==> config.mk <==
export PLATFORM = sky130hd
export DESIGN_NAME = hit_input_merger_flat
export DESIGN_NICKNAME = d
export VERILOG_FILES = /design/src/rtl/hit_input_merger_pkg.sv /design/src/rtl/hit_input_merger_if.sv /design/src/rtl/hit_lane_fifo.sv /design/src/rtl/hit_input_merger.sv /design/src/flat_wrapper.sv
export SDC_FILE = /design/constraint.sdc
export NUM_CORES = 1
export LEC_CHECK = 0
export ABC_AREA = 1
export CAP_MARGIN = 5
export CELL_PAD_IN_SITES_DETAIL_PLACEMENT = 1
export CELL_PAD_IN_SITES_GLOBAL_PLACEMENT = 1
export CORE_MARGIN = 5
export CORE_UTILIZATION = 50
export DETAILED_ROUTE_END_ITERATION = 10
export HOLD_SLACK_MARGIN = 0.06
export PLACE_DENSITY_LB_ADDON = 0.1
export SLEW_MARGIN = 15
export SYNTH_ARGS = -nofsm -noshare
export SYNTH_HDL_FRONTEND = slang
export SYNTH_SLANG_ARGS = --single-unit
==> constraint.sdc <==
create_clock -name clk -period 6.9 [get_ports clk]
set_input_delay 1.035 -clock clk [delete_from_list [all_inputs] [get_ports clk]]
set_output_delay 1.035 -clock clk [all_outputs]
set_load 0.02 [all_outputs]
==> src/rtl/hit_input_merger_pkg.sv <==
// Shared constants and types for the hit input merger.
// Holds the hit-processing width constants (SSID / hit-info), the lane
// count and lane FIFO depth defaults, and the merger FSM state type.
package hit_input_merger_pkg;

   localparam int unsigned ROWINDEXBITS_HCM = 10;
   localparam int unsigned HITINFOBITS      = 8;

   localparam int unsigned HIM_NLANES    = 4;
   localparam int unsigned HIM_LANEDEPTH = 8;
   localparam int unsigned HIM_CNTW      = 12;

   typedef enum logic [0:0] {
      MERGE = 1'b0,
      CLOSE = 1'b1
   } mergeState_t;

   // Width of an index into n items, never less than one bit.
   function automatic int unsigned idxWidth(input int unsigned n);
      return (n > 1) ? $clog2(n) : 1;
   endfunction

endpackage

==> src/rtl/hit_input_merger_if.sv <==
// Bus bundle between the hit input lanes, the merger and its consumer.
// Lane side: lane_valid/lane_eoe/lane_ssid/lane_info in, lane_ready out.
// Consumer side: downstream_ready in; write/writeSSID/writeHitInfo,
// eventDone/lastEventHits and sticky overflow out.
// slave is the merger's view, master is the feeder/consumer view.
interface hit_input_merger_if
   import hit_input_merger_pkg::*;
#(
   parameter int unsigned NLANES = HIM_NLANES,
   parameter int unsigned SSIDW  = ROWINDEXBITS_HCM,
   parameter int unsigned INFOW  = HITINFOBITS,
   parameter int unsigned CNTW   = HIM_CNTW
);

   logic [NLANES-1:0]       lane_valid;
   logic [NLANES-1:0]       lane_eoe;
   logic [NLANES*SSIDW-1:0] lane_ssid;
   logic [NLANES*INFOW-1:0] lane_info;
   logic [NLANES-1:0]       lane_ready;
   logic                    downstream_ready;
   logic                    write;
   logic [SSIDW-1:0]        writeSSID;
   logic [INFOW-1:0]        writeHitInfo;
   logic                    eventDone;
   logic [CNTW-1:0]         lastEventHits;
   logic                    overflow;

   modport slave (
      input  lane_valid, lane_eoe, lane_ssid, lane_info, downstream_ready,
      output lane_ready, write, writeSSID, writeHitInfo, eventDone,
             lastEventHits, overflow
   );

   modport master (
      output lane_valid, lane_eoe, lane_ssid, lane_info, downstream_ready,
      input  lane_ready, write, writeSSID, writeHitInfo, eventDone,
             lastEventHits, overflow
   );

endinterface

==> src/rtl/hit_lane_fifo.sv <==
// Per-lane synchronous FIFO (DEPTH a power of two, at least 2).
// Ports: clk, reset (async active-low), push/wdata, pop/rdata (head word,
// valid while !empty), full, empty, count (words stored).
module hit_lane_fifo #(
   parameter int unsigned WIDTH = 19,
   parameter int unsigned DEPTH = 8
) (
   input  logic                       clk,
   input  logic                       reset,
   input  logic                       push,
   input  logic [WIDTH-1:0]           wdata,
   input  logic                       pop,
   output logic [WIDTH-1:0]           rdata,
   output logic                       full,
   output logic                       empty,
   output logic [$clog2(DEPTH):0]     count
);

   localparam int unsigned AW = $clog2(DEPTH);
   localparam int unsigned CW = AW + 1;

   logic [WIDTH-1:0] mem [DEPTH];
   logic [AW-1:0]    wrPtr;
   logic [AW-1:0]    rdPtr;
   logic [CW-1:0]    cnt;
   logic             doPush;
   logic             doPop;

   assign full   = (cnt == CW'(DEPTH));
   assign empty  = (cnt == '0);
   assign count  = cnt;
   assign rdata  = mem[rdPtr];
   assign doPush = push & ~full;
   assign doPop  = pop & ~empty;

   // Pointers and occupancy; pointers wrap naturally at the power-of-two depth.
   always_ff @(posedge clk or negedge reset) begin
      if (!reset) begin
         wrPtr <= '0;
         rdPtr <= '0;
         cnt   <= '0;
      end else begin
         if (doPush) wrPtr <= wrPtr + 1'b1;
         if (doPop)  rdPtr <= rdPtr + 1'b1;
         case ({doPush, doPop})
            2'b10:   cnt <= cnt + 1'b1;
            2'b01:   cnt <= cnt - 1'b1;
            default: cnt <= cnt;
         endcase
      end
   end

   // Storage array; contents are don't-care while the slot is empty.
   always_ff @(posedge clk) begin
      if (doPush) mem[wrPtr] <= wdata;
   end

endmodule

==> src/rtl/hit_input_merger.sv <==
// Merges NLANES hit input lanes into one write/writeSSID/writeHitInfo stream.
// Each lane is buffered in a hit_lane_fifo, a round-robin arbiter pops one
// word per cycle while downstream_ready is high, and an event closes (one
// cycle eventDone with lastEventHits) once every lane has popped its
// end-of-event marker.
// Ports: clk, reset (async active-low), bus (hit_input_merger_if.slave).
module hit_input_merger
   import hit_input_merger_pkg::*;
#(
   parameter int unsigned NLANES    = HIM_NLANES,
   parameter int unsigned LANEDEPTH = HIM_LANEDEPTH,
   parameter int unsigned SSIDW     = ROWINDEXBITS_HCM,
   parameter int unsigned INFOW     = HITINFOBITS,
   parameter int unsigned CNTW      = HIM_CNTW
) (
   input  logic             clk,
   input  logic             reset,
   hit_input_merger_if.slave bus
);

   localparam int unsigned WORDW = 1 + SSIDW + INFOW;
   localparam int unsigned CW    = $clog2(LANEDEPTH) + 1;
   localparam int unsigned PTRW  = idxWidth(NLANES);

   typedef struct packed {
      logic             eoe;
      logic [SSIDW-1:0] ssid;
      logic [INFOW-1:0] info;
   } laneWord_t;

   laneWord_t         pushWord  [NLANES];
   laneWord_t         headWord  [NLANES];
   logic [CW-1:0]     laneCount [NLANES];
   logic [NLANES-1:0] laneFull;
   logic [NLANES-1:0] laneEmpty;
   logic [NLANES-1:0] laneReady;
   logic [NLANES-1:0] pushEn;
   logic [NLANES-1:0] popEn;
   logic [NLANES-1:0] eligible;

   mergeState_t       state, stateNext;
   logic [NLANES-1:0] doneMask, doneNext;
   logic [PTRW-1:0]   rrPtr, rrPtrNext;
   logic [CNTW-1:0]   hitCnt, hitCntNext;
   logic              writeQ, writeNext;
   logic [SSIDW-1:0]  ssidQ, ssidNext;
   logic [INFOW-1:0]  infoQ, infoNext;
   logic              eventDoneQ, eventDoneNext;
   logic [CNTW-1:0]   lastHitsQ, lastHitsNext;
   logic              overflowQ;

   logic              grantValid;
   logic [PTRW-1:0]   grantIdx;
   logic [PTRW-1:0]   candIdx;
   laneWord_t         headSel;

   // Lane buffers; a full lane refuses the word even if it pops this cycle.
   for (genvar g = 0; g < int'(NLANES); g++) begin : g_lane
      assign pushWord[g]  = {bus.lane_eoe[g],
                             bus.lane_ssid[g*SSIDW +: SSIDW],
                             bus.lane_info[g*INFOW +: INFOW]};
      assign laneReady[g] = (laneCount[g] != CW'(LANEDEPTH));
      assign pushEn[g]    = bus.lane_valid[g] & laneReady[g];
      assign eligible[g]  = ~laneEmpty[g] & ~doneMask[g];

      hit_lane_fifo #(
         .WIDTH (WORDW),
         .DEPTH (LANEDEPTH)
      ) u_fifo (
         .clk   (clk),
         .reset (reset),
         .push  (pushEn[g]),
         .wdata (pushWord[g]),
         .pop   (popEn[g]),
         .rdata (headWord[g]),
         .full  (laneFull[g]),
         .empty (laneEmpty[g]),
         .count (laneCount[g])
      );
   end

   // Round-robin: first eligible lane at or after rrPtr, wrapping.
   always_comb begin
      grantValid = 1'b0;
      grantIdx   = '0;
      candIdx    = rrPtr;
      for (int k = 0; k < int'(NLANES); k++) begin
         if (!grantValid && eligible[candIdx]) begin
            grantValid = 1'b1;
            grantIdx   = candIdx;
         end
         candIdx = (candIdx == PTRW'(NLANES - 1)) ? '0 : candIdx + 1'b1;
      end
   end

   assign headSel = headWord[grantIdx];

   // Event FSM next-state, pop selection and output next values.
   always_comb begin
      stateNext     = state;
      popEn         = '0;
      doneNext      = doneMask;
      rrPtrNext     = rrPtr;
      hitCntNext    = hitCnt;
      writeNext     = 1'b0;
      ssidNext      = ssidQ;
      infoNext      = infoQ;
      eventDoneNext = 1'b0;
      lastHitsNext  = lastHitsQ;

      case (state)
         MERGE: begin
            if (bus.downstream_ready && grantValid) begin
               popEn[grantIdx] = 1'b1;
               rrPtrNext = (grantIdx == PTRW'(NLANES - 1)) ? '0 : grantIdx + 1'b1;
               if (headSel.eoe) begin
                  doneNext[grantIdx] = 1'b1;
               end else begin
                  writeNext = 1'b1;
                  ssidNext  = headSel.ssid;
                  infoNext  = headSel.info;
                  if (hitCnt != '1) hitCntNext = hitCnt + 1'b1;
               end
               if (&doneNext) stateNext = CLOSE;
            end
         end
         CLOSE: begin
            // Words queued behind the markers wait out this cycle.
            eventDoneNext = 1'b1;
            lastHitsNext  = hitCnt;
            hitCntNext    = '0;
            doneNext      = '0;
            stateNext     = MERGE;
         end
         default: stateNext = MERGE;
      endcase
   end

   // State register.
   always_ff @(posedge clk or negedge reset) begin
      if (!reset) state <= MERGE;
      else        state <= stateNext;
   end

   // Arbiter, counter and output registers.
   always_ff @(posedge clk or negedge reset) begin
      if (!reset) begin
         doneMask   <= '0;
         rrPtr      <= '0;
         hitCnt     <= '0;
         writeQ     <= 1'b0;
         ssidQ      <= '0;
         infoQ      <= '0;
         eventDoneQ <= 1'b0;
         lastHitsQ  <= '0;
         overflowQ  <= 1'b0;
      end else begin
         doneMask   <= doneNext;
         rrPtr      <= rrPtrNext;
         hitCnt     <= hitCntNext;
         writeQ     <= writeNext;
         ssidQ      <= ssidNext;
         infoQ      <= infoNext;
         eventDoneQ <= eventDoneNext;
         lastHitsQ  <= lastHitsNext;
         overflowQ  <= overflowQ | (|(bus.lane_valid & laneFull));
      end
   end

   assign bus.lane_ready    = laneReady;
   assign bus.write         = writeQ;
   assign bus.writeSSID     = ssidQ;
   assign bus.writeHitInfo  = infoQ;
   assign bus.eventDone     = eventDoneQ;
   assign bus.lastEventHits = lastHitsQ;
   assign bus.overflow      = overflowQ;

endmodule

==> src/flat_wrapper.sv <==
// flat-port wrapper written by rule: the top's interface ports become plain ports
module hit_input_merger_flat import hit_input_merger_pkg::*;
#(
   parameter int unsigned NLANES    = HIM_NLANES,
   parameter int unsigned LANEDEPTH = HIM_LANEDEPTH,
   parameter int unsigned SSIDW     = ROWINDEXBITS_HCM,
   parameter int unsigned INFOW     = HITINFOBITS,
   parameter int unsigned CNTW      = HIM_CNTW
)
  (clk, reset, bus_lane_valid, bus_lane_eoe, bus_lane_ssid, bus_lane_info, bus_downstream_ready, bus_lane_ready, bus_write, bus_writeSSID, bus_writeHitInfo, bus_eventDone, bus_lastEventHits, bus_overflow);
  hit_input_merger_if #(.NLANES(NLANES), .SSIDW(SSIDW), .INFOW(INFOW), .CNTW(CNTW)) bus_i ();
  input  logic clk;
  input  logic reset;
  input wire logic [$bits(bus_i.lane_valid)-1:0] bus_lane_valid;
  input wire logic [$bits(bus_i.lane_eoe)-1:0] bus_lane_eoe;
  input wire logic [$bits(bus_i.lane_ssid)-1:0] bus_lane_ssid;
  input wire logic [$bits(bus_i.lane_info)-1:0] bus_lane_info;
  input wire logic [$bits(bus_i.downstream_ready)-1:0] bus_downstream_ready;
  output wire logic [$bits(bus_i.lane_ready)-1:0] bus_lane_ready;
  output wire logic [$bits(bus_i.write)-1:0] bus_write;
  output wire logic [$bits(bus_i.writeSSID)-1:0] bus_writeSSID;
  output wire logic [$bits(bus_i.writeHitInfo)-1:0] bus_writeHitInfo;
  output wire logic [$bits(bus_i.eventDone)-1:0] bus_eventDone;
  output wire logic [$bits(bus_i.lastEventHits)-1:0] bus_lastEventHits;
  output wire logic [$bits(bus_i.overflow)-1:0] bus_overflow;
  assign bus_i.lane_valid = bus_lane_valid;
  assign bus_i.lane_eoe = bus_lane_eoe;
  assign bus_i.lane_ssid = bus_lane_ssid;
  assign bus_i.lane_info = bus_lane_info;
  assign bus_i.downstream_ready = bus_downstream_ready;
  assign bus_lane_ready = bus_i.lane_ready;
  assign bus_write = bus_i.write;
  assign bus_writeSSID = bus_i.writeSSID;
  assign bus_writeHitInfo = bus_i.writeHitInfo;
  assign bus_eventDone = bus_i.eventDone;
  assign bus_lastEventHits = bus_i.lastEventHits;
  assign bus_overflow = bus_i.overflow;
  hit_input_merger #(.NLANES(NLANES), .LANEDEPTH(LANEDEPTH), .SSIDW(SSIDW), .INFOW(INFOW), .CNTW(CNTW)) u_core (.clk(clk), .reset(reset), .bus(bus_i));
endmodule
After elaboration in Yosys (flattened, before gate mapping)
Memory sizes are Yosys's and may differ from the RTL's.
Cells that the tools add are included.

cells by class
  add/subtract/negate cells = 21
  magnitude comparators = 7
  equal/unequal tests = 24
  multiplexer cells = 55
  bitwise operators = 34
  reduce and logical (&&, ||, !) cells = 21

operator list
  cell                     number
  $pmux W4 S2              5
  $bmux W19 S2             1
  $mux W19                 2
  $mux W12                 3
  $add A3 B1 Y3 const B    8
  $mux W4                  6
  $pmux W12 S2             1
  $mux W1                  23
  $add A4 B1 Y4 const B    4
  $and A1 B1 Y1            16
  $eq A2 B2 Y1 const B     8
  $eq A4 B4 Y1 const B     4
  $logic_not A4 Y1         4
  $mux W2                  8
  $ne A4 B4 Y1 const B     4
  $sub A4 B1 Y4 const B    4
  $lt A2 B3 Y1 const B     5
  $not A1 Y1               14
  $add A12 B1 Y12 const B  1
  $ne A12 B12 Y1 const B   1
  $add A2 B1 Y2 const B    4
  $bmux W1 S2              4
  $eq A2 B1 Y1 const B     4
  $reduce_bool A2 Y1       4
  16 further kinds         24

storage, ports and cells
  bits in registers = 92
  RAM bits = 608
  input port bits = 83
  output and inout port bits = 37
  logic and storage cells = 188
  memories = 4

memories
  memory                       words  width  rd ports  clocked after Yosys merged registers in  wr ports  line                 text
  u_core.g_lane[0].u_fifo.mem  8      19     1         0                                        1         hit_lane_fifo.sv:22  logic [WIDTH-1:0] mem [DEPTH];
  u_core.g_lane[1].u_fifo.mem  8      19     1         0                                        1         hit_lane_fifo.sv:22
  u_core.g_lane[2].u_fifo.mem  8      19     1         0                                        1         hit_lane_fifo.sv:22
  u_core.g_lane[3].u_fifo.mem  8      19     1         0                                        1         hit_lane_fifo.sv:22

Logic depth before layout (Yosys ltp)
Gate-level depths: netlist of the first run.

  word-level depth = 27
  depth in mapped cells = 26
  mapped depth without buffers = 24

Modules after synthesis
Synthesis of the first run repeated with hierarchy kept, for this count alone.

unflattened totals
  cell total of the unflattened synthesis = 3431
  area total of the unflattened synthesis = 32097.0 um^2

by module, submodules not included
  module                                        instances  cells each  area each (um^2)  seq. area each (um^2)
  hit_lane_fifo at u_core.g_lane[0].u_fifo ...  2          737         7149.4            4814.6
  hit_lane_fifo at u_core.g_lane[2].u_fifo ...  2          737         7139.3            4814.6
  hit_input_merger                              1          483         3519.6            1301.2

Least setup slack after synthesis of the first run
OpenSTA, ideal clock, no wires.

  path type = flip-flop to flip-flop
  start point = reg u_core.rrPtr[0]
  end point = reg u_core.g_lane[0].u_fifo.cnt[3]
  library setup time = 0.123 ns
  arrival = 3.417 ns
  required time = 6.777 ns
  slack = 3.361 ns
  stages on the path, launching flop included = 25
  buffers on the path = 2
  clock period less this slack = 3.539 ns
  path through = dfrtp_1 > ha_1 > inv_2 > nor2_1 > nand3_1 > nand2_1 > inv_2 > nand2_2 > nand4_1 > nand3_1 > nand2_1 > buf_2 > buf_4 > ha_1 > nand3_1 > inv_2 > ha_1 > ha_1 > nand2_1 > nor2_1 > a211oi_1 > nor2_1 > nor2_1 > nand2_1 > xnor2_1

between the ends
  longest elaborated chain between the ends = 21
  elaborated cells between the ends (all ways) = 44
  those cells by class = add/sub: 3; order compare: 2; eq/ne: 5; mux: 24; bitwise: 1; reduce/logical: 9

RTL lines
  element                                                   line                     text
  from (decl)                                               hit_input_merger.sv:43   logic [PTRW-1:0] rrPtr, rrPtrNext;
  from (signal assigned)                                    hit_input_merger.sv:159  rrPtr <= rrPtrNext;
  branches (longest 16 deep; another with $lt A2 B3 Y1)     -
  $mux W4 (*)                                               hit_input_merger.sv:113  if (bus.downstream_ready && grantValid) begin
  $mux W4 (*)                                               hit_input_merger.sv:111  case (state)
  $and A1 B1 Y1 (*)                                         hit_lane_fifo.sv:34      assign doPop = pop & ~empty;
  net u_core.g_lane[0].u_fifo.doPop                         hit_lane_fifo.sv:27      logic doPop;
  $eq A2 B1 Y1 / $eq A2 B2 Y1 (equally long branches)       hit_lane_fifo.sv:45      case ({doPush, doPop})
  $pmux W4 S2 / $reduce_bool A2 Y1 (equally long branches)  -
  to (signal assigned)                                      hit_lane_fifo.sv:46      2'b10: cnt <= cnt + 1'b1;
  to (signal assigned)                                      hit_lane_fifo.sv:47      2'b01: cnt <= cnt - 1'b1;
  to (signal assigned)                                      hit_lane_fifo.sv:48      default: cnt <= cnt;
  to (decl)                                                 hit_lane_fifo.sv:25      logic [CW-1:0] cnt;

Mark *: on every way through the listed nets, which the timed path passes. The select of a mux whose other input is x is not followed.
A chain may end at the register's enable or synchronous reset.

Worst setup path in the final report of the first run
  start point = reg u_core.rrPtr[0]
  end point = reg u_core.g_lane[2].u_fifo.cnt[3]

between the ends
  longest elaborated chain between the ends = 21
  elaborated cells between the ends (all ways) = 44
  those cells by class = add/sub: 3; order compare: 2; eq/ne: 5; mux: 24; bitwise: 1; reduce/logical: 9

RTL lines
  element                                                   line
  branches (longest 16 deep; another with $lt A2 B3 Y1)     -
  $mux W4 (*)                                               hit_input_merger.sv:113
  $mux W4 (*)                                               hit_input_merger.sv:111
  $and A1 B1 Y1 (*)                                         hit_lane_fifo.sv:34
  net u_core.g_lane[2].u_fifo.doPop                         hit_lane_fifo.sv:27
  $eq A2 B1 Y1 / $eq A2 B2 Y1 (equally long branches)       hit_lane_fifo.sv:45
  $pmux W4 S2 / $reduce_bool A2 Y1 (equally long branches)  -
  to (signal assigned)                                      hit_lane_fifo.sv:46
  to (signal assigned)                                      hit_lane_fifo.sv:47
  to (signal assigned)                                      hit_lane_fifo.sv:48
  to (decl)                                                 hit_lane_fifo.sv:25

Marked as above.

==> impl_metrics.py, run 1 <==
metrics = {
    "timing": {
        "finalHoldViolCount": 0,
        "fmax_ghz": 0.213,
        "layout_min_cycle_time_ns": 4.69,
        "finalClockSkew_ns": 0.0164,
        "slew_headroom_pct": 43.2,
        "finalSetupTns_ns": 0,
        "worstMarginPinSlew_ns": 0.852,
        "rsz0062_at_grt": "no",
        "slew_violations": 0,
        "fin_crit_sh_pct": 68.0,
        "whs_ns": 0.403,
        "setup_viol_count_final": 0,
    },
    "route": {
        "viasPerCell": 5.84,
        "routed_wl_um": 77000,
        "route.detailed.drc": 0,
        "drt_iter0_drc": 1439,
        "first_pass_iters": 5,
        "vias": 18700,
        "ant_nets": 0,
        "wl_per_cell_um": 24.1,
    },
    "run_status": {
        "status": "complete, no violations",
    },
    "final_layout": {
        "nets": 2500,
        "final-seq-area_um2": 20600,
        "area_growth_pct": 15.4,
        "fillers": 5664,
        "drive_gt1_share_pct": 9.70,
        "multiInputGateArea_um2": 7260,
    },
    "die": {
        "die_area_um2": 61900,
        "fp.coreArea_um2": 56400,
        "row_count": 87,
        "die_h_um": 249,
        "io_pins": 120,
        "start_util_pct": 50.6,
        "die-width_um": 249,
    },
    "logic_synthesis": {
        "netlist_area_um2": 28500,
        "synth_cells": 2267,
        "yosys_warnings": 0,
        "yosys.area.top_type": "edfxtp_1",
        "ys_async_sr_fraction_pct": 13.1,
        "syn_nets": 2378,
        "synth_area_leaders": "edfxtp_1 64%, dfrtp_1 8.1%, o21ai_0 5.9%",
        "ys.flop_type": "edfxtp_1",
        "synth_cell_types": 45,
        "synth_seq_cells": 700,
        "yosysTopAreaCellShare_pct": 64.1,
        "synth_sequential_area_ratio_pct": 72.1,
        "synth-edff-count": 608,
        "syn_avg_cell_area_um2": 12.6,
    },
    "worst_setup_path": {
        "cp.arrival_ns": 5.18,
        "end_kind": "flop",
        "start_kind": "flop",
        "cp_max_fo": 20,
        "cp.required_ns": 7.39,
        "setup.worst_path.class": "flop to flop",
    },
    "global_route": {
        "grt_max_degree": 80,
        "grt_pass1_wl_um": 118000,
        "grt_usage_pct": 24.5,
        "grt_pass1_vias": 19700,
        "grt-ovfl-total": 0,
        "antenna_found_initial": 4,
    },
    "place": {
        "dpl.hpwl_um": 47500,
        "io_buffers": 119,
        "gp_congestion": 0.835,
    },
    "cts": {
        "cts.sinks": 700,
        "cts_setup_buffers": 0,
        "insertion_delay_ns": 0.61,
        "cts_root_buffer": "clkbuf_16",
        "cts_resized": 0,
        "clk_pin_slew_worst_paths_ns": 0.06,
        "cts_buffers": 74,
        "clk_path_buf_depth": 3,
        "cts_tree": "built",
        "htreeDepth": 3,
        "cts_hold_buf": 0,
    },
    "power_and_ir_drop": {
        "p_leak_nw": 11.5,
        "powerDensity_nw_per_um2": 315,
        "vdd_drop_max_v": 0.000247,
    },
    "min_path": {
        "hp-class": "input pin to asynchronous set/reset pin",
    },
    "job": {
        "cap_violations": 0,
    },
}
## flip-flops by register name (all words and copies together), names as in the netlist
| name | flops |
|---|---|
| u_core.g_lane.u_fifo.mem | 608 |
| u_core.g_lane.u_fifo.count | 16 |
| u_core.bus.lastEventHits | 12 |
| u_core.g_lane.u_fifo.rdPtr | 12 |
| u_core.g_lane.u_fifo.wrPtr | 12 |
| u_core.hitCnt | 12 |
| u_core.bus.writeSSID | 10 |
| u_core.bus.writeHitInfo | 8 |
| u_core.doneMask | 4 |
| u_core.rrPtr | 2 |
| u_core.bus.eventDone | 1 |
| u_core.bus.overflow | 1 |
| u_core.bus.write | 1 |
| u_core.state | 1 |
## synthesized netlist by cell type, drive strengths merged, types with 21 or more instances
cell type,n
a21oi,25
a32oi,21
buf,22
clkbuf,104
dfrtp,92
edfxtp,608
ha,24
inv,61
nand2,341
nand3,68
nor2,315
o21ai,339
o221ai,72
o22ai,62
xor2,24
## cells by family (layout without fill, tap and decap cells)
logic type	count (synthesis)	after routing	synth area share (%)
compound gates	542	542	11.2
xor+xnor	33	33	1.01
fa+ha+maj	28	28	1.33
buf+inv	189	366	2.67
flops	700	700	72.1
mux	17	17	0.597
other cells	0	1	0
simple gates	758	758	11.0
## per-stage QoR
step / total power, mW / worst slack, ns / util (%) / cells / instance area [µm²]
after global routing: 10.8 / 1.77 / 58.3 / 3201 / 32900
after CTS: 10.4 / 2.16 / 58.3 / 3200 / 32900
final: 10.3 / 2.21 / 58.3 / 3201 / 32900
after detailed placement: 6.65 / 2.16 / 54.3 / 3069 / 30600
after global placement: 6.56 / 2.33 / 54.3 / 3069 / 30600
after floorplan: 6.04 / 3.36 / - / 2267 / 28500
## power breakdown
part | total (mW) | internal [mW] | switching (mW) | leakage [nW]
registers | 5.41 | 5.22 | 0.187 | 6.67
logic | 1.15 | 0.323 | 0.828 | 3.75
clock network | 3.79 | 2.22 | 1.57 | 1.11
## cell type report
class	count	share of cell area, %
repair buffers	172	4.82
diodes	1	0.00761
multi-input cells	1378	22.1
flip-flops and latches	700	62.5
inverters	63	0.734
clock buffers	101	6.22
well taps	756	2.88
clock inverters	30	0.727
## critical path, cell delays in order, from the launching register on
cell	delay [ns]
dfrtp_1	0.45
ha_1	0.40
inv_2	0.09
nor2_1	0.15
nor2_1	0.08
nand2_1	0.08
nand2_2	0.10
nor2_4	0.17
nand3_1	0.13
nand2_1	0.52
nand2_1	0.58
nor3_2	0.47
ha_1	0.28
ha_1	0.28
nand2_1	0.08
nor2_1	0.04
a211oi_1	0.27
nor2_1	0.07
nor2_1	0.11
nand2_1	0.07
xnor2_1	0.13
## cells in the final DEF (no fill, tap or decap), drive strengths merged
| cell | count |
|---|---|
| dfrtp | 92 |
| inv | 63 |
| xnor2 | 9 |
| clkdlybuf4s50 | 118 |
| a32o | 2 |
| nand3b | 6 |
| nor3 | 2 |
| a32oi | 21 |
| clkbuf | 101 |
| nand4 | 4 |
| fa | 4 |
| or3 | 1 |
| nor2 | 315 |
| a21oi | 25 |
| o21ai | 339 |
| clkinvlp | 1 |
| a211oi | 4 |
| mux2i | 17 |
| clkinv | 25 |
| o211ai | 16 |
| ha | 24 |
| a31oi | 1 |
| buf | 54 |
| bufinv | 4 |
| or2 | 20 |
| edfxtp | 608 |
| nor4 | 1 |
| nand3 | 68 |
| nand2 | 341 |
| o221ai | 72 |
| diode | 1 |
| xor2 | 24 |
| o22ai | 62 |
## layer usage
layer / global-route usage [%] / up-vias / part of all wire [%]
met4: 6.79 / 2 / 2.3
met5: 0 / - / 0.017
met3: 4.20 / 99 / 4.6
met2: 41.1 / 448 / 50
li1: - / 8518 / -
met1: 33.4 / 9627 / 43
## path summary, 6_finish.rpt
path                                                    endpoint  cells after the start  slack (ns)                        start
max in group asynchronous       u_core.g_lane[2].u_fifo.rdPtr[0]                      2        5.31                        reset
worst min register to register       u_core.bus.lastEventHits[7]                      2        0.47  u_core.bus.lastEventHits[7]
worst max-delay path            u_core.g_lane[2].u_fifo.count[3]                     20        2.21              u_core.rrPtr[0]
min in group clk                     u_core.bus.lastEventHits[7]                      2        0.47  u_core.bus.lastEventHits[7]
worst min-delay path            u_core.g_lane[1].u_fifo.rdPtr[2]                      1        0.40                        reset
worst max register to register  u_core.g_lane[2].u_fifo.count[3]                     20        2.21              u_core.rrPtr[0]
Power figures use the tool's default switching activity.
==> run 2: changes to the inputs <==
Clock period 6.9 ns to 4.7 ns, I/O delays scaled along.
==> run 2 against run 1 <==
Clock-buffer cell count is 6 higher. Fmax grew 18%. Final area hardly changed. Core utilization about the same. Clock skew grew 0.0077 ns. Sequential power grew 47%. Setup slack lost 1.5 ns. Sequential share of layout area up 0.052 points. Largest power group unchanged. Final cell count rose by 0.31%. Largest cell class unchanged. Die area did not move. Critical endpoint is now u_core.g_lane[3].u_fifo.count[3].
==> impl_metrics.py, run 2 (synthesis results as in run 1) <==
metrics = {
    "die": {
        "die_h_um": 249,
        "io_pins": 120,
        "die-width_um": 249,
        "row_count": 87,
        "fp.coreArea_um2": 56400,
        "start_util_pct": 50.6,
        "die_area_um2": 61900,
    },
    "global_route": {
        "grt_max_degree": 78,
        "antenna_found_initial": 8,
        "grt_pass1_vias": 19800,
        "grt-ovfl-total": 0,
        "grt_usage_pct": 24.1,
        "grt_pass1_wl_um": 117000,
    },
    "worst_setup_path": {
        "cp.required_ns": 5.19,
        "cp.arrival_ns": 4.45,
        "start_kind": "flop",
        "end_kind": "flop",
        "setup.worst_path.class": "flop to flop",
        "cp_max_fo": 21,
    },
    "place": {
        "gp_congestion": 0.869,
        "dpl_cell_area_um2": 30600,
        "preCtsSetupSlack_ns": 0.774,
        "dpl.hpwl_um": 46600,
        "dp_cells": 3075,
        "io_buffers": 119,
    },
    "timing": {
        "setup_viol_count_final": 0,
        "finalClockSkew_ns": 0.0241,
        "layout_min_cycle_time_ns": 3.96,
        "finalHoldViolCount": 0,
        "slew_violations": 0,
        "finalSetupTns_ns": 0,
        "worstMarginPinSlew_ns": 0.950,
        "whs_ns": 0.218,
        "setup_slack_ns": 0.736,
        "slew_headroom_pct": 36.7,
        "rsz0062_at_grt": "no",
        "fmax_ghz": 0.252,
        "fin_crit_sh_pct": 84.3,
    },
    "cts": {
        "cts.sinks": 700,
        "clk_path_buf_depth": 3,
        "insertion_delay_ns": 0.61,
        "clk_pin_slew_worst_paths_ns": 0.06,
        "cts_buffers": 74,
        "htreeDepth": 3,
        "cts_resized": 0,
        "cts_root_buffer": "clkbuf_16",
        "cts_setup_buffers": 0,
        "cts_tree": "built",
        "cts_hold_buf": 0,
    },
    "final_layout": {
        "nets": 2506,
        "final_area_um2": 32900,
        "stdcell_count": 3211,
        "layout_common_cells": "608 x edfxtp_1, 338 x o21ai_0, 329 x nand2_1",
        "top_register": "u_core.g_lane.u_fifo.mem",
        "drive_gt1_share_pct": 10.0,
        "largest_reg_flops": 608,
        "fin_util_pct": 58.3,
        "final_common_cell": "edfxtp_1",
        "area_growth_pct": 15.3,
    },
    "route": {
        "vias": 18500,
        "ant_nets": 0,
        "route.detailed.drc": 0,
        "viasPerCell": 5.77,
        "drt_iter0_drc": 1415,
        "first_pass_iters": 5,
        "wl_per_cell_um": 23.6,
        "routed_wl_um": 75900,
    },
    "power_and_ir_drop": {
        "power.internal_mw": 11.2,
        "p_leak_nw": 11.5,
        "power_frac_seq_pct": 52.9,
        "netSwitchingPower_mw": 3.78,
        "vdd_drop_max_v": 0.000338,
        "total_power_mw": 15.0,
        "powerDensity_nw_per_um2": 456,
        "combPwrFrac_pct": 11.3,
        "switching_share_pct": 25.2,
        "p_clk_share_pct": 35.8,
    },
    "job": {
        "cap_violations": 0,
    },
    "run_status": {
        "status": "complete, no violations",
    },
    "min_path": {
        "hp-class": "input pin to asynchronous set/reset pin",
    },
}
==> run 2: changes by cell type in the layout (fill, tap and decap cells not counted), sizes merged <==
cell    before  now
bufinv       4    0
clkbuf     101  107
diode        1    4
inv         63   62
buf         54   60
==> run 2: path summary, 6_finish.rpt <==
check	start	endpoint	slack (ns)	depth (start not counted)
max	u_core.rrPtr[0]	u_core.g_lane[3].u_fifo.count[3]	0.74	22
min	reset	u_core.g_lane[1].u_fifo.wrPtr[2]	0.22	1
max reg2reg	u_core.rrPtr[0]	u_core.g_lane[3].u_fifo.count[3]	0.74	22
min reg2reg	u_core.bus.overflow	u_core.bus.overflow	0.47	1
max in group asynchronous	reset	u_core.g_lane[0].u_fifo.rdPtr[0]	3.45	2
min in group clk	u_core.bus.overflow	u_core.bus.overflow	0.47	1
==> run 2: power by group through the flow <==
stage	Clock, mW	Sequential [mW]	Combinational [mW]
after floorplan	0	7.98	0.885
after global placement	0	8.00	1.63
after detailed placement	0	8.05	1.71
after CTS	5.47	7.93	1.73
after global routing	5.77	7.99	1.86
final	5.36	7.93	1.70
==> run 2: metal layers <==
metal / vias to the layer above / share of wire (%) / global-route usage [%] / routed length, µm
li1: 8528 / - / - / -
met1: 9510 / 44 / 33.0 / 33200
met2: 391 / 50 / 40.6 / 37600
met3: 102 / 4.1 / 3.07 / 3080
met4: 0 / 2.7 / 8.02 / 2070
met5: - / 0 / 0 / 0
==> run 2: final cells by class <==
cell class,instances,area (µm²)
Inverter,63,241
Tap cell,756,946
Clock inverter,25,128
Multi-Input combinational cell,1378,7260
Fill cell,5610,23500
Clock buffer,107,2080
Timing Repair Buffer,178,1630
Sequential cell,700,20600
Antenna cell,4,10.0
==> run 2: critical path, stage by stage (launching register included) <==
cell	delay, ns
dfrtp_1	0.46
ha_1	0.41
inv_2	0.08
nor2_1	0.15
nand3_1	0.09
nand2_1	0.09
inv_2	0.03
nand2_2	0.12
nand4_1	0.14
nand2_1	0.11
inv_2	0.05
nand2_2	0.31
nand2_2	0.30
nor2_4	0.25
ha_1	0.25
ha_1	0.28
nand2_1	0.09
nor2_1	0.04
a211oi_1	0.24
nor2_1	0.07
nor2_1	0.09
nand2_1	0.07
xnor2_1	0.12
==> run 3: changes to the inputs <==
Clock period 4.7 ns to 3.8 ns, I/O delays scaled along.
==> run 3 against run 2 <==
Sequential power increased by 24%. Highest routed layer is now met5. Die area unchanged. Largest power group unchanged. First-iteration DRC count decreased by 10%. Clock skew decreased by 0.0062 ns. Setup slack got worse by 0.50 ns.
==> impl_metrics.py, run 3 (synthesis results as in run 1) <==
metrics = {
    "cts": {
        "cts_tree": "built",
        "cts.sinks": 700,
        "clk_path_buf_depth": 3,
        "insertion_delay_ns": 0.61,
        "htreeDepth": 3,
        "cts_buffers": 74,
        "cts_hold_buf": 0,
        "clk_pin_slew_worst_paths_ns": 0.06,
        "cts_root_buffer": "clkbuf_16",
    },
    "power_and_ir_drop": {
        "powerDensity_nw_per_um2": 572,
        "p_leak_nw": 11.7,
        "total_power_mw": 19.0,
        "vdd_drop_max_v": 0.000416,
    },
    "die": {
        "die_h_um": 249,
        "die_area_um2": 61900,
        "row_count": 87,
        "fp.coreArea_um2": 56400,
        "io_pins": 120,
        "die-width_um": 249,
        "start_util_pct": 50.6,
    },
    "worst_setup_path": {
        "critPathMaxStageDelay_ns": 0.47,
        "cp_slowest_cell": "dfrtp_2",
        "end_kind": "flop",
        "setup.worst_path.class": "flop to flop",
        "cp.required_ns": 4.29,
        "worstPathCellList": "ha_4, inv_2, nor2_1, nor2_1, nand2_1, nand2_2, nor2_4, nand3_1, nand2_1, buf_6, nand2_1, nor3_2, ha_1, ha_1, nand2_1, nor2_1, a211oi_2, nor2_1, nor2_1, nand2_1, xnor2_1",
        "cp.arrival_ns": 4.06,
        "cp_max_fo": 19,
        "start_kind": "flop",
    },
    "place": {
        "dpl_cell_area_um2": 30800,
        "io_buffers": 119,
        "dpl.hpwl_um": 47400,
        "gp_congestion": 0.855,
        "dp_cells": 3087,
    },
    "route": {
        "route.detailed.drc": 0,
        "drt_iter0_drc": 1270,
        "first_pass_iters": 6,
        "viasPerCell": 5.80,
        "vias": 18700,
        "wl_per_cell_um": 23.9,
        "routed_wl_um": 77200,
        "ant_nets": 0,
    },
    "final_layout": {
        "area_growth_pct": 16.6,
        "final_common_cell": "edfxtp_1",
        "final-seq-area_um2": 20600,
        "final_area_um2": 33200,
        "layout_common_cells": "608 x edfxtp_1, 338 x o21ai_0, 329 x nand2_1",
        "multiInputGateArea_um2": 7330,
        "nets": 2520,
        "top_register": "u_core.g_lane.u_fifo.mem",
        "fin_util_pct": 58.9,
        "largest_reg_flops": 608,
        "stdcell_count": 3227,
        "drive_gt1_share_pct": 11.3,
        "fillers": 5643,
    },
    "global_route": {
        "grt_max_degree": 78,
        "antenna_found_initial": 6,
        "grt_pass1_wl_um": 119000,
        "grt-ovfl-total": 0,
        "grt_usage_pct": 24.6,
        "grt_pass1_vias": 20100,
    },
    "timing": {
        "worstMarginPinSlew_ns": 0.871,
        "finalClockSkew_ns": 0.0179,
        "finalSetupTns_ns": 0,
        "layout_min_cycle_time_ns": 3.57,
        "fin_crit_sh_pct": 93.9,
        "fmax_ghz": 0.280,
        "slew_headroom_pct": 41.9,
        "setup_viol_count_final": 0,
        "finalHoldViolCount": 0,
        "slew_violations": 0,
    },
    "min_path": {
        "hp-class": "input pin to asynchronous set/reset pin",
    },
    "job": {
        "cap_violations": 0,
    },
    "run_status": {
        "status": "complete, no violations",
    },
}
## run 3: cell types whose count changed in the layout (fill, tap and decap cells not counted), moves of 3 or more
cell       change
a211oi_1       -4
a211oi_2       +4
buf_4         +11
bufinv_16      +4
clkinv_1       -5
clkinv_2       +3
## run 3: final cells by class
class	count	share of cell area, %
flip-flops and latches	700	61.9
clock inverters	27	0.734
repair buffers	192	5.31
diodes	3	0.0226
inverters	63	0.727
well taps	756	2.85
multi-input cells	1378	22.1
clock buffers	108	6.39
## run 3: routing by layer
metal | GRT usage, % | share of wire (%)
met5 | 0 | 0.027
met4 | 8.91 | 3.2
met3 | 3.82 | 4.2
met2 | 41.3 | 49
met1 | 32.9 | 43
## run 3: critical path: cells and delay by family, from the launching register on
family,cells,cell delay (ns)
AOI/OAI and AO/OA,1,0.19
xor gates and xnor gates,1,0.12
adders and majority gates,3,0.87
buffers and inverters,2,0.24
DFF,1,0.47
and+or+nand+nor,14,1.57
## run 3: repair_timing
action                     in CTS  in global routing
buffers inserted                0                  2
resized for setup               0                 14
setup endpoints to repair       0                  6
## run 3: power by group
part           total, mW  switching, mW  internal (mW)  leakage (nW)
logic               2.15           1.53          0.622          3.89
registers           9.82          0.343           9.48          6.67
clock network       7.04           2.89           4.16          1.16
## run 3: final timing paths
kind,startpoint,endpoint,slack (ns),cells after the start
setup / recovery,u_core.rrPtr[0],u_core.g_lane[2].u_fifo.count[3],0.23,21
hold / removal,reset,u_core.g_lane[1].u_fifo.wrPtr[0],0.09,1
setup reg to reg,u_core.rrPtr[0],u_core.g_lane[2].u_fifo.count[3],0.23,21
hold reg to reg,u_core.bus.overflow,u_core.bus.overflow,0.48,1
max in group asynchronous,reset,u_core.bus.writeHitInfo[7],2.94,2
min in group clk,u_core.bus.overflow,u_core.bus.overflow,0.48,1
## run 3: per-stage QoR
step	hold WS (ns)	setup slack, ns
floorplan	0.274	0.261
global placement	0.461	0.214
detailed placement	0.466	-0.00286
CTS	0.0940	0.00140
global route	0.147	-0.0171
finish	0.0916	0.233
==> edit 1: new RTL, settings of run 2 <==
`ROWINDEXBITS_HCM`: 10 -> 8.
--- a/src/rtl/hit_input_merger_pkg.sv
+++ b/src/rtl/hit_input_merger_pkg.sv
@@ -5,3 +5,3 @@
 
-   localparam int unsigned ROWINDEXBITS_HCM = 10;
+   localparam int unsigned ROWINDEXBITS_HCM = 8;
    localparam int unsigned HITINFOBITS      = 8;
Interface: changed (resized bus_lane_ssid and bus_writeSSID); port bits go from 120 to 110. The function was not compared with the original's and may differ.
==> edit 1 against run 2 <==
Area after synthesis is 9.1% lower; total power fell by 7.3%; critical path depth down 1; wire length is 8.2% lower; sequential share of layout area fell by 0.63 points; clock skew fell by 0.0069 ns; cell area down 8.7%; core utilization rose by 0.22 points; setup slack worse by 0.21 ns; sequential cell count fell by 66.
==> edit 1: results (changes against run 2) <==
status completed (unchanged); hold_ws 0.1572 ns (was 0.2177 ns); Core Util, Final 58.50% (was 58.28%); Rel. slew slack 30.76% (was 36.68%); Largest register FFs 544 (was 608); WL met2 34320 um (was 37610 um); Global Route met1 Usage 33.28% (was 33.00%); GR Util met2 40.75% (was 40.61%); Worst setup endpoint u_core.g_lane[2].u_fifo.count[3] (was u_core.g_lane[3].u_fifo.count[3]); Worst R2R Path Depth 21 (was 22); Worst Skew 0.01725 ns (was 0.02414 ns); Yosys cell types 46 (was 45); I/O Buffers 109 (was 119); placed instance area 27900 sq um (was 30650 sq um); Synth top cells by count edfxtp_1 (544), nand2_1 (307), o21ai_0 (302), nor2_1 (285), clkbuf_1 (91) (was edfxtp_1 (608), o21ai_0 (338), nand2_1 (329), nor2_1 (309), clkbuf_1 (104)); largest net degree at the start of global routing 70 (was 78); GP Congestion 0.8574 (was 0.8687); clk_lat worst skew 0.59 ns (was 0.61 ns); routed len/inst 23.74 um (was 23.65 um); Syn Inst Count 2075 (was 2267); Seq/Total Area, Yosys 71.70% (was 72.13%); Psw 3465 uW (was 3781 uW); layout cells sized above 1 8.603% (was 9.996%); initial detailed-routing violation count 1331 (was 1415); # placed instances 2817 (was 3075); top cells by area, synth edfxtp_1 (63%), dfrtp_1 (8.7%), o21ai_0 (5.8%) (was edfxtp_1 (64%), dfrtp_1 (8.1%), o21ai_0 (5.9%)); cts bufs inserted 67 (was 74); Tmin final 4.172 ns (was 3.964 ns); DP Worst Slack 0.6285 ns (was 0.7739 ns); syn nets 2178 (was 2378); leakage 0.01065 uW (was 0.01152 uW); number of flops mapped to enable cells by yosys 544 (was 608); dpl hpwl 43490 um (was 46620 um); Seq power 7190 uW (was 7930 uW); met3 Use GR 4.769% (was 3.070%); Top Metal Used met5 (was met4); VDD IR max 0.3466 mV (was 0.3378 mV)
-- edit 1: cell count changes in the layout (fill, tap and decap cells not counted), sizes merged, moves of 10 or more --
cell,run 2,this run
edfxtp,608,544
o21ai,339,305
nor2,315,289
nand2,341,321
clkbuf,107,95
clkdlybuf4s50,118,108
-- edit 1: cell families (layout without fill, tap and decap cells) --
kind of cell	Yosys count	in the layout	synth area share, %
AO/OA/AOI/OAI	487	487	11.10
XOR/XNOR	33	33	1.115
adder cells (fa/ha/maj)	28	28	1.467
buffers and inverters	168	348	2.529
flip-flops	634	634	71.70
multiplexers	16	16	0.6178
other	0	1	0
AND/OR/NAND/NOR	709	709	11.47
-- edit 1: layout make-up --
class | instances | share of cell area [%]
flip-flops and latches | 634 | 61.95
clock inverters | 23 | 0.6712
well taps | 680 | 2.835
multi-input cells | 1273 | 22.26
diodes | 1 | 0.008337
repair buffers | 167 | 5.119
inverters | 63 | 0.7962
clock buffers | 95 | 6.362
==> edit 2: new RTL, settings of run 2 <==
Made on the original files. One comparison of `cnt` changes from == to >=.
--- a/src/rtl/hit_lane_fifo.sv
+++ b/src/rtl/hit_lane_fifo.sv
@@ -28,3 +28,3 @@
 
-   assign full   = (cnt == CW'(DEPTH));
+   assign full   = (cnt >= CW'(DEPTH));
    assign empty  = (cnt == '0);
Behaviour: no difference found for any inputs over 4 cycles, from zero or initial values and one cycle with reset low; that may be too few to reach the edited logic, so the function may still have changed.
==> edit 2 against run 2 <==
Wire length up 3.1%; setup slack worse by 0.11 ns; cell area up 1.3%; count of clock-buffer cells in the layout up 4; fmax down 2.7%; sequential cell count unchanged; via count up 1.9%; area after synthesis up 0.87%; die area up 0.84%; critical path depth down 1; non-clock buffer count up 4.
Power is not compared: it rests on default switching activity, and its combinational part moved more than twofold at a synthesized area within 25%.
==> edit 2: results (changes against run 2) <==
Fill cells 5721 (was 5610); CP Max Fanout 24 (was 21); Worst-path clk slew 0.06 ns (about the same); DP Worst Slack 0.6584 ns (was 0.7739 ns); final WL 78290 um (was 75940 um); # placed instances 3103 (was 3075); drt first pass iters 5 (unchanged); initial antenna violation count 1 (was 8); Buffers excl. clock 182 (was 178); routed len/inst 24.20 um (was 23.65 um); Seq/Total Area, Yosys 71.51% (was 72.13%); clk cell area share 7.009% (was 6.712%); VDD IR max 0.3209 mV; cts bufs inserted 73 (was 74); Post-Synth XOR/XNOR Area 1.005% (was 1.014%); multi-input gates 1385 (was 1378); Non-clk invs 71 (was 63); area grow syn2layout 15.80% (was 15.30%); Mapped Area 28750 sq um (was 28500 sq um); syn nets 2399 (was 2378); GP Congestion 0.8238 (was 0.8687); setup slack, reg-to-reg 0.63 ns (was 0.74 ns); mux cell area share after synthesis 0.6266% (was 0.5970%); Syn Inst Count 2288 (was 2267); via count 18890 (was 18530); fraction of area in registers 61.77% (was 62.58%); number of global-route vias before repair 19980 (was 19770); post-route setup slack 0.6284 ns (was 0.7364 ns); placed instance area 30960 sq um (was 30650 sq um); CTS H-tree depth 3 (unchanged); register with the most flip-flops u_core.g_lane.u_fifo.mem (unchanged); Tot GR Track Use 24.51% (was 24.13%); dpl hpwl 47960 um (was 46620 um); Arr. time, crit path 4.56 ns (was 4.45 ns); Yosys cell types 48 (was 45); Antenna diodes 0 (was 4); nets@finish 2524 (was 2506); Top delay family on crit path simple AND/OR/NAND/NOR gates (unchanged); Worst Skew 0.03876 ns (was 0.02414 ns); hold_ws 0.1795 ns (was 0.2177 ns); Clock group 5640 uW; Synth top cells by count edfxtp_1 (608), nand2_1 (544), a21oi_1 (190), o21ai_0 (133), nor2_1 (125) (was edfxtp_1 (608), o21ai_0 (338), nand2_1 (329), nor2_1 (309), clkbuf_1 (104)); first-pass GRT wire length 118800 um (was 116700 um); status completed (unchanged); crit-path max cell delay 0.48 ns (was 0.46 ns); largest net degree at the start of global routing 80 (was 78); Post-Synth Adder-Cell Area 1.323% (was 1.334%); Max Cap Violations 0 (unchanged); Rel. slew slack 24.97% (was 36.68%); Multi-input gate area 7480 sq um (was 7263 sq um); non-clk buf share 5.066% (was 4.965%); initial detailed-routing violation count 1621 (was 1415); Clock buffer cells 111 (was 107); layout cells sized above 1 9.636% (was 9.996%); top cells by area, synth edfxtp_1 (63%), dfrtp_1 (8.0%), nand2_1 (7.1%) (was edfxtp_1 (64%), dfrtp_1 (8.1%), o21ai_0 (5.9%)); Synth Area in Compound Gates 10.82% (was 11.23%)
-- edit 2: routing by layer --
layer / routed length (um) / global-route usage [%]
met5: 17 / 0
met4: 2331 / 8.451
met3: 3730 / 3.877
met2: 39520 / 41.75
met1: 32690 / 32.34
-- edit 2: final timing paths --
check,cells after the start,from,end
max in group asynchronous,2,reset,u_core.g_lane[0].u_fifo.rdPtr[0]
min in group clk,2,u_core.bus.lastEventHits[6],u_core.bus.lastEventHits[6]
min,1,reset,u_core.bus.lastEventHits[10]
min reg2reg,2,u_core.bus.lastEventHits[6],u_core.bus.lastEventHits[6]
max reg2reg,21,u_core.rrPtr[0],u_core.g_lane[1].u_fifo.count[3]
max,21,u_core.rrPtr[0],u_core.g_lane[1].u_fifo.count[3]
-- edit 2: kinds of logic after synthesis --
| group | Yosys count |
|---|---|
| simple gates | 814 |
| buf+inv | 203 |
| xor+xnor | 33 |
| mux | 18 |
| fa+ha+maj | 28 |
| compound gates | 492 |
| flops | 700 |
